## config.mk

```make
export PLATFORM = sky130hd
export DESIGN_NAME = writeback_block
export DESIGN_NICKNAME = d
export VERILOG_FILES = /design/src/rtl/writeback_block_pkg.sv /design/src/rtl/writeback_block_load_extender.sv /design/src/rtl/writeback_block.sv
export SDC_FILE = /design/constraint.sdc
export NUM_CORES = 1
export LEC_CHECK = 0
export CAP_MARGIN = 20
export CORE_AREA = 2 2 95 97
export DETAILED_ROUTE_END_ITERATION = 8
export DIE_AREA = 0 0 97 99
export MAX_ROUTING_LAYER = met4
export PLACE_DENSITY_LB_ADDON = 0.3
export SLEW_MARGIN = 30
export SYNTH_ARGS = -nofsm -noshare
export SYNTH_HDL_FRONTEND = slang
export SYNTH_SLANG_ARGS = --single-unit
```

## constraint.sdc

```tcl
create_clock -name clk_i -period 2.65 [get_ports clk_i]
set_input_delay 0.265 -clock clk_i [delete_from_list [all_inputs] [get_ports clk_i]]
set_output_delay 0.265 -clock clk_i [all_outputs]
set_load 0.005 [all_outputs]
```

## src/rtl/writeback_block_pkg.sv

```systemverilog
// ---------------------------------------------------------------------------
// writeback_block_pkg
// The definitions shared by the writeback stage. The testbench uses them too.
//   WORD                 : register-file data word
//   ADDR_WIDTH           : register address width (16 registers)
//   reg_file_write_sig   : whether an instruction writes a register
//   reg_file_data_source : whether the result comes from the ALU or from memory
//   mem_access_size      : load width (BYTE, HALF, FULL_WORD)
//   wb_stage_t           : contents of the writeback stage register
// ---------------------------------------------------------------------------
package writeback_block_pkg;

    localparam int WORD_WIDTH = 32;
    localparam int ADDR_WIDTH = 4;

    typedef logic [WORD_WIDTH-1:0] WORD;

    typedef enum logic {
        WRITE_DISABLE = 1'b0,
        WRITE_ENABLE  = 1'b1
    } reg_file_write_sig;

    typedef enum logic {
        FROM_ALU = 1'b0,
        FROM_MEM = 1'b1
    } reg_file_data_source;

    typedef enum logic [1:0] {
        BYTE      = 2'd0,
        HALF      = 2'd1,
        FULL_WORD = 2'd2
    } mem_access_size;

    typedef struct packed {
        reg_file_write_sig   we;
        reg_file_data_source src;
        logic [ADDR_WIDTH-1:0] addr;
        WORD                 alu;
        WORD                 mem;
        mem_access_size      size;
        logic                sgn;
        logic [1:0]          low;
    } wb_stage_t;

endpackage

```

## src/rtl/writeback_block_load_extender.sv

```systemverilog
// ---------------------------------------------------------------------------
// load_extender
// This is a combinational block. It aligns a load and extends it to a full word.
//   mem_data_i (WORD)       : raw aligned memory word
//   size_i (mem_access_size): BYTE / HALF / FULL_WORD
//   signed_i                : sign-extend when 1, zero-extend when 0
//   addr_low_i [1:0]        : byte offset of the load (little-endian)
//   data_o (WORD)           : extended load result
// For half loads, only addr_low_i[1] selects the halfword.
// ---------------------------------------------------------------------------
module load_extender
    import writeback_block_pkg::*;
(
    input  WORD            mem_data_i,
    input  mem_access_size size_i,
    input  logic           signed_i,
    input  logic [1:0]     addr_low_i,
    output WORD            data_o
);

    logic [7:0]  byte_sel;
    logic [15:0] half_sel;

    always_comb begin
        byte_sel = mem_data_i[7:0];
        case (addr_low_i)
            2'd0: byte_sel = mem_data_i[7:0];
            2'd1: byte_sel = mem_data_i[15:8];
            2'd2: byte_sel = mem_data_i[23:16];
            2'd3: byte_sel = mem_data_i[31:24];
            default: byte_sel = mem_data_i[7:0];
        endcase
        half_sel = addr_low_i[1] ? mem_data_i[31:16] : mem_data_i[15:0];
    end

    always_comb begin
        data_o = mem_data_i;
        case (size_i)
            BYTE:    data_o = {{(WORD_WIDTH-8){signed_i & byte_sel[7]}}, byte_sel};
            HALF:    data_o = {{(WORD_WIDTH-16){signed_i & half_sel[15]}}, half_sel};
            default: data_o = mem_data_i;
        endcase
    end

endmodule

```

## src/rtl/writeback_block.sv

```systemverilog
// ---------------------------------------------------------------------------
// writeback_block
// This is the pipeline writeback stage. It drives the decode-stage register-file
// write port.
// Optional feature: when WB_FORWARD_HISTORY_EN is defined, a history register
// of last cycle's write drives fwd_*_o. Otherwise fwd_*_o are tied to 0.
// Ports:
//   clk_i, reset_i           : clock and synchronous active-high reset
//   stall_i                  : hold the stage register
//   flush_i                  : load a bubble; takes priority over stall_i
//   reg_file_write_en_i      : instruction writes a register
//   reg_file_input_ctrl_sig_i: select ALU or memory result
//   reg_dest_addr_i          : destination register
//   alu_result_i, mem_data_i : candidate results
//   mem_access_size_i, mem_signed_i, mem_addr_low_i : load shaping
//   reg_file_write_en_o, reg_dest_addr_o, reg_data_o: register-file write port
//   fwd_valid_o, fwd_addr_o, fwd_data_o             : previous-cycle write
// ---------------------------------------------------------------------------
module writeback_block
    import writeback_block_pkg::*;
(
    input  logic                  clk_i,
    input  logic                  reset_i,
    input  logic                  stall_i,
    input  logic                  flush_i,
    input  reg_file_write_sig     reg_file_write_en_i,
    input  reg_file_data_source   reg_file_input_ctrl_sig_i,
    input  logic [ADDR_WIDTH-1:0] reg_dest_addr_i,
    input  WORD                   alu_result_i,
    input  WORD                   mem_data_i,
    input  mem_access_size        mem_access_size_i,
    input  logic                  mem_signed_i,
    input  logic [1:0]            mem_addr_low_i,
    output logic                  reg_file_write_en_o,
    output logic [ADDR_WIDTH-1:0] reg_dest_addr_o,
    output WORD                   reg_data_o,
    output logic                  fwd_valid_o,
    output logic [ADDR_WIDTH-1:0] fwd_addr_o,
    output WORD                   fwd_data_o
);

    wb_stage_t stage;
    logic      committed;   // the held entry has already been written
    WORD       load_data;
    logic      write_en;

    always_ff @(posedge clk_i) begin
        if (reset_i) begin
            stage     <= '0;
            committed <= 1'b0;
        end else if (flush_i) begin
            // A bubble keeps the old address and data; only the write is killed.
            stage.we  <= WRITE_DISABLE;
            committed <= 1'b0;
        end else if (!stall_i) begin
            stage.we   <= reg_file_write_en_i;
            stage.src  <= reg_file_input_ctrl_sig_i;
            stage.addr <= reg_dest_addr_i;
            stage.alu  <= alu_result_i;
            stage.mem  <= mem_data_i;
            stage.size <= mem_access_size_i;
            stage.sgn  <= mem_signed_i;
            stage.low  <= mem_addr_low_i;
            committed  <= 1'b0;
        end else if (write_en) begin
            // Stalled: the entry is written once, then suppressed while held.
            committed <= 1'b1;
        end
    end

    load_extender u_load_extender (
        .mem_data_i (stage.mem),
        .size_i     (stage.size),
        .signed_i   (stage.sgn),
        .addr_low_i (stage.low),
        .data_o     (load_data)
    );

    assign write_en            = (stage.we == WRITE_ENABLE) && !committed;
    assign reg_file_write_en_o = write_en;
    assign reg_dest_addr_o     = stage.addr;
    assign reg_data_o          = (stage.src == FROM_MEM) ? load_data : stage.alu;

`ifdef WB_FORWARD_HISTORY_EN
    logic                  hist_valid;
    logic [ADDR_WIDTH-1:0] hist_addr;
    WORD                   hist_data;

    // Address and data hold across cycles with no write; only valid drops.
    always_ff @(posedge clk_i) begin
        if (reset_i) begin
            hist_valid <= 1'b0;
            hist_addr  <= '0;
            hist_data  <= '0;
        end else if (write_en) begin
            hist_valid <= 1'b1;
            hist_addr  <= stage.addr;
            hist_data  <= reg_data_o;
        end else begin
            hist_valid <= 1'b0;
        end
    end

    assign fwd_valid_o = hist_valid;
    assign fwd_addr_o  = hist_addr;
    assign fwd_data_o  = hist_data;
`else
    assign fwd_valid_o = 1'b0;
    assign fwd_addr_o  = '0;
    assign fwd_data_o  = '0;
`endif

endmodule
```

==> metrics.txt, run 1 <==
stages on the worst setup path 6; slowest cell delay on critical path 0.46 ns; global placer's final weighted congestion 0.7958; Multi-input gate area 2217 um^2; Layout Cell Area excl Fill 5390 um^2; measured slew at the worst slew-check pin 0.7779 ns; initial antenna violation count 0; CTS clk-pin slew, worst paths 0.09 ns; GRT Util Overall 23.70%; storage element area 1526 um^2; CP max FO 16; slew margin rel. 48.14%; vias 4027; layout cells sized above 1 9.105%; status finished, final reports clean; Hold WS 0.4563 ns; # setup viols final 0; distinct cell type count after synthesis 33; Die Area 9603 um^2; CORE AREA 8551 um^2; DIE WIDTH 97 um; MaxCap Viol Count 0; DP Worst Slack -0.01925 ns; clock tree buffer depth 2; area leader, netlist dfxtp_1; Primary FF master, synth dfxtp_1; Cell Rows 34; Final period util 97.56%; Inst Count DP 749; hpwl dp 8.007 mm; DRT Pass-1 Iters 4; crit path cell chain mux2i_1 > o32ai_4 > a311oi_4 > buf_12 > a211oi_2 > clkdlybuf4s50_1; Initial Util 47.48%; WP buf/inv 2; NumNets Final 734; hold_buf cts 0; Worst Setup SP stage[0]; final cell count without fillers 767; global routing usage on met1 29.41%; Worst R2R Start stage[4]; Setup crit end reg_data_o[20]; Ys Warns 0; Synth Cell Area 4060 um^2; worst vdd ir 0.0002859 V; Static Leak 1.983 nW; #FFs+latches synth 76; CTS root buf clkbuf_8; ys async rst share 0%; Syn Inst Count 563; Total Power 2.683 mW; FF-to-FF path depth 3; GR Util met3 5.106%; CTS Sinks 76; Worst path slowest cell clkdlybuf4s50_1; Worst Slack Setup Final 0.06469 ns; EDFF count, synth 0; GR Overflow Total 0; crit path DAT 2.32 ns; CTS Buf Count 9; post-synthesis sequential area ratio 37.47%; FILL cells 780; final core utilization 63.04%; PwrDens 497.7 nW/um^2; family with the most delay on the worst path buffers and inverters; final WL 11.40 mm; routed length per placed instance 14.86 um; internal reg-to-reg setup slack 1.60 ns; drt drc 0; H-tree levels 3; Clock Skews 0.0002198 ns; antenna fix cells 0; met2 Usage GRT 38.89%; Iter 0 DRT Violations 259; Port-buffer cells 115; RR Endpoint stage[4]; pins over their slew limit 0; startpoint types flip-flop; vias in the first global route 3802; Critical Path End Type primary output; IO Count 153; Cell Area, Placed 5095 um^2; Skew-Pair Late Insertion Delay 0.34 ns; DRT antenna net count 0; Final min period 2.585 ns; Worst EP required 2.38 ns; FMAX 386.8 MHz; TNS Setup 0 ns; first-pass GRT wire length 17.96 mm; GR peak layer met2; CTS tree done; HP Class input port to flip-flop; Die Ht 99 um; Final Hold Vio Count 0; post-DR vias/cell 5.250; area share of the largest cell type after synthesis 37.47%; Crit Path Category flip-flop to primary output; largest net degree at the start of global routing 77; syn_area_per_cell 7.212 um^2; Layout Area Growth over Synthesis 32.76%; Area contributors post-synth dfxtp_1 (37%), nand2_1 (17%), a21oi_1 (13%), buf_4 (7.8%), a211oi_2 (3.1%)
## synthesized netlist by cell type, types with 6 or more instances
master	n
clkbuf_1	28
buf_2	6
buf_1	8
nand2_1	180
mux2i_1	11
a31oi_1	14
dfxtp_1	76
a21oi_1	103
a211oi_2	10
and3b_1	6
o221a_2	6
a211oi_1	6
nor2b_1	10
buf_4	42
nor2_1	33
## report_power, final
group | internal, mW | leakage (nW) | switching [mW]
logic | 0.273 | 1.25 | 0.228
clock network | 0.519 | 0.109 | 0.417
registers | 1.19 | 0.623 | 0.0514
## worst register-to-register path, stage by stage (launching register included)
cell	delay, ns
dfxtp_1	0.41
buf_4	0.33
nand2_1	0.09
a21oi_1	0.15
## kinds of logic after synthesis
| logic type | synth area share (%) |
|---|---|
| AOI/OAI and AO/OA | 23.27 |
| buffers and inverters | 12.39 |
| DFF | 37.47 |
| muxes | 2.989 |
| other | 0.09236 |
| and+or+nand+nor | 23.79 |
## layer usage
metal	share of wire, %	up-vias
met5	0	-
met2	48	173
met3	6.7	20
li1	-	1982
met4	1.9	0
met1	43	1852
## sequential cells by signal (all words and copies together) (netlist names)
name and cells:
stage 71, reg_dest_addr_o 4, committed 1
## area by class of cell
type                       instances  area share, %
sequential                        76          28.32
timing repair buffer             130          24.05
inverter                           3         0.2089
multi-input combinational        435          41.13
tap                              108          2.507
clock buffer                       9          2.298
clock inverter                     6          1.486
## worst min path at each step
stage | cells after the start | startpoint | to
after floorplan | 1 | flush_i | committed
after global placement | 2 | stage[38] | stage[38]
after detailed placement | 2 | stage[38] | stage[38]
after CTS | 3 | alu_result_i[13] | stage[50]
after global routing | 3 | mem_data_i[9] | stage[14]
final | 3 | alu_result_i[13] | stage[50]
## cells in the final DEF, fill, tap and decap left out, drive strengths merged, types with 9 or more instances in the layout
cell type,count
clkbuf,9
a21oi,103
buf,16
nor2b,10
a31oi,14
a211oi,16
mux2i,11
dfxtp,76
clkdlybuf4s50,112
nor2,33
nand2,180
conb,37
## what timing repair did
item / in CTS / in global routing
pin swaps: 2 / 1
gates resized for setup: 4 / 11
setup endpoints to repair: 31 / 27
cloned: 0 / 0
setup buffers: 1 / 2
Power figures use the tool's default switching activity.
==> run 2, diff against run 1 <==
- CORE_AREA: 2 2 95 97 -> 2 2 111 113
- DIE_AREA: 0 0 97 99 -> 0 0 113 115
==> metrics.txt, run 2 (synthesized netlist as in run 1, its figures left out) <==
Cell Rows 40; Multi-input gate area 2263 um^2; vias in the first global route 3803; Final Hold Vio Count 0; layout cells sized above 1 9.834%; hold_sp stage[41]; routed length per placed instance 15.53 um; CTS tree done; hpwl dp 8.941 mm; initial antenna violation count 0; Crit Path Category flip-flop to primary output; Skew-Pair Late Insertion Delay 0.33 ns; post-DR vias/cell 5.006; FILL cells 1158; slowest cell delay on critical path 0.54 ns; CTS clk-pin slew, worst paths 0.06 ns; global placer's final weighted congestion 0.9296; GRT Util Overall 19.49%; Net Sw Frac 23.88%; pins over their slew limit 0; CORE AREA 11810 um^2; CP max FO 16; Die Area 13000 um^2; Worst Hold Depth 2; Clock Skews 0.00001868 ns; HP Class flip-flop to flip-flop; FF-to-FF path depth 3; Hold WS 0.4523 ns; Static Leak 2.188 nW; MaxCap Viol Count 0; Worst Setup SP stage[1]; Port-buffer cells 115; H-tree levels 3; storage element area 1525 um^2; DRT Pass-1 Iters 9; Initial Util 34.38%; first-pass GRT wire length 19.39 mm; failing checks DRC; largest reg by FF count stage; largest net degree at the start of global routing 41; crit path cell chain or3_4 > o32ai_4 > a311oi_4 > buf_8 > a211oi_4 > clkdlybuf4s50_1; Worst R2R Start stage[4]; FMAX 383.6 MHz; DIE WIDTH 113 um; vias 4045; worst vdd ir 0.0003303 V; Clock Power Share 46.0%; Final min period 2.607 ns; Worst path slowest cell clkdlybuf4s50_1; Logic pwr share 15.9%; antenna fix cells 0; max reg flops 71; status complete, but fails checks; final WL 12.55 mm; DRT antenna net count 0; clock tree buffer depth 2; internal reg-to-reg setup slack 1.61 ns; Final period util 98.37%; crit path DAT 2.34 ns; Worst EP required 2.38 ns; IO Count 153; startpoint types flip-flop; # setup viols final 0; CTS Sinks 76; CTS Buf Count 9; NumNets Final 735; final core utilization 48.13%; Layout Area Growth over Synthesis 40.00%; GR Overflow Total 0; Die Ht 115 um; measured slew at the worst slew-check pin 0.8170 ns; commonest cells after routing, fill and taps aside nand2_1 (180), clkdlybuf4s50_1 (104), a21oi_1 (103); Worst Slack Setup Final 0.04312 ns; PwrDens 575.7 nW/um^2; DP Worst Slack 0.06209 ns; Critical Path End Type primary output; Int Pwr 2.491 mW; Iter 0 DRT Violations 241; most common cell after layout, fill and taps aside nand2_1; RR Endpoint stage[4]; Hold EP stage[41]; Switch Pwr 0.7815 mW; RSZ-0062 raised after global routing yes; slew margin rel. 45.53%; sequential fraction of design power 38.2%; CTS root buf clkbuf_16; drt drc 13
run 2: cell types whose count changed in the layout (fill, tap and decap cells not counted), moves of 2 or more:
cell             before  now
clkinv_2              4    0
a211oi_2             12    9
clkbuf_16             0    9
clkbuf_8              9    0
mux2i_2               0    2
clkdlybuf4s50_1     112  104
a211oi_4              0    4
mux2i_1              11    9
dlymetal6s2s_1        2   10
bufinv_16             2    4
run 2: how the worst max path moves through the flow:
stage	endpoint	slack, ns	cells past startpoint
after CTS	reg_data_o[1]	0.002	6
after global placement	reg_data_o[1]	0.15	6
after floorplan	reg_data_o[20]	0.93	4
after global routing	reg_data_o[12]	-0.03	5
after detailed placement	reg_data_o[1]	0.06	6
final	reg_data_o[24]	0.04	6
run 2: layer usage:
metal	GRT usage, %	routed length, um	vias to the layer above
met1	25.99	5907	1890
met2	30.86	5760	154
met4	5.447	129	0
li1	-	-	1989
met5	-	0	-
met3	3.005	752	12
run 2: what timing repair did:
action,CTS,global route
setup endpoints to repair,30,31
hold buffers,0,0
setup buffers,0,4
pin swaps,1,0
resized for setup,9,24
cloned,0,0
run 2: worst max-delay path: cells and delay by family (launching register included):
| family | cells | cell delay (ns) |
|---|---|---|
| buffers and inverters | 2 | 0.73 |
| AO/OA/AOI/OAI | 3 | 0.51 |
| flip-flops | 1 | 0.36 |
| AND/OR/NAND/NOR | 1 | 0.40 |
run 2: power by group through the flow:
stage	clock [mW]	combinational, mW	sequential [mW]
after global routing	1.56	0.568	1.25
after detailed placement	0	0.498	1.27
final	1.50	0.519	1.25
after global placement	0	0.494	1.27
after CTS	1.52	0.510	1.25
after floorplan	0	0.283	1.25
run 2: layout make-up:
cell class	instances	share of cell area [%]
multi-input cells	435	39.82
flip-flops and latches	76	26.83
repair buffers	131	23.49
clock buffers	10	4.028
well taps	147	3.236
clock inverters	6	2.399
inverters	3	0.1981
run 2: stage by stage:
stage,power [mW],cell area [um^2],std cells,setup TNS (ns)
after floorplan,1.531,4195,599,0
after global placement,1.763,5156,788,0
after detailed placement,1.769,5156,788,0
after CTS,3.278,5567,804,0
after global routing,3.385,5684,808,-0.1039
final,3.272,5684,808,0
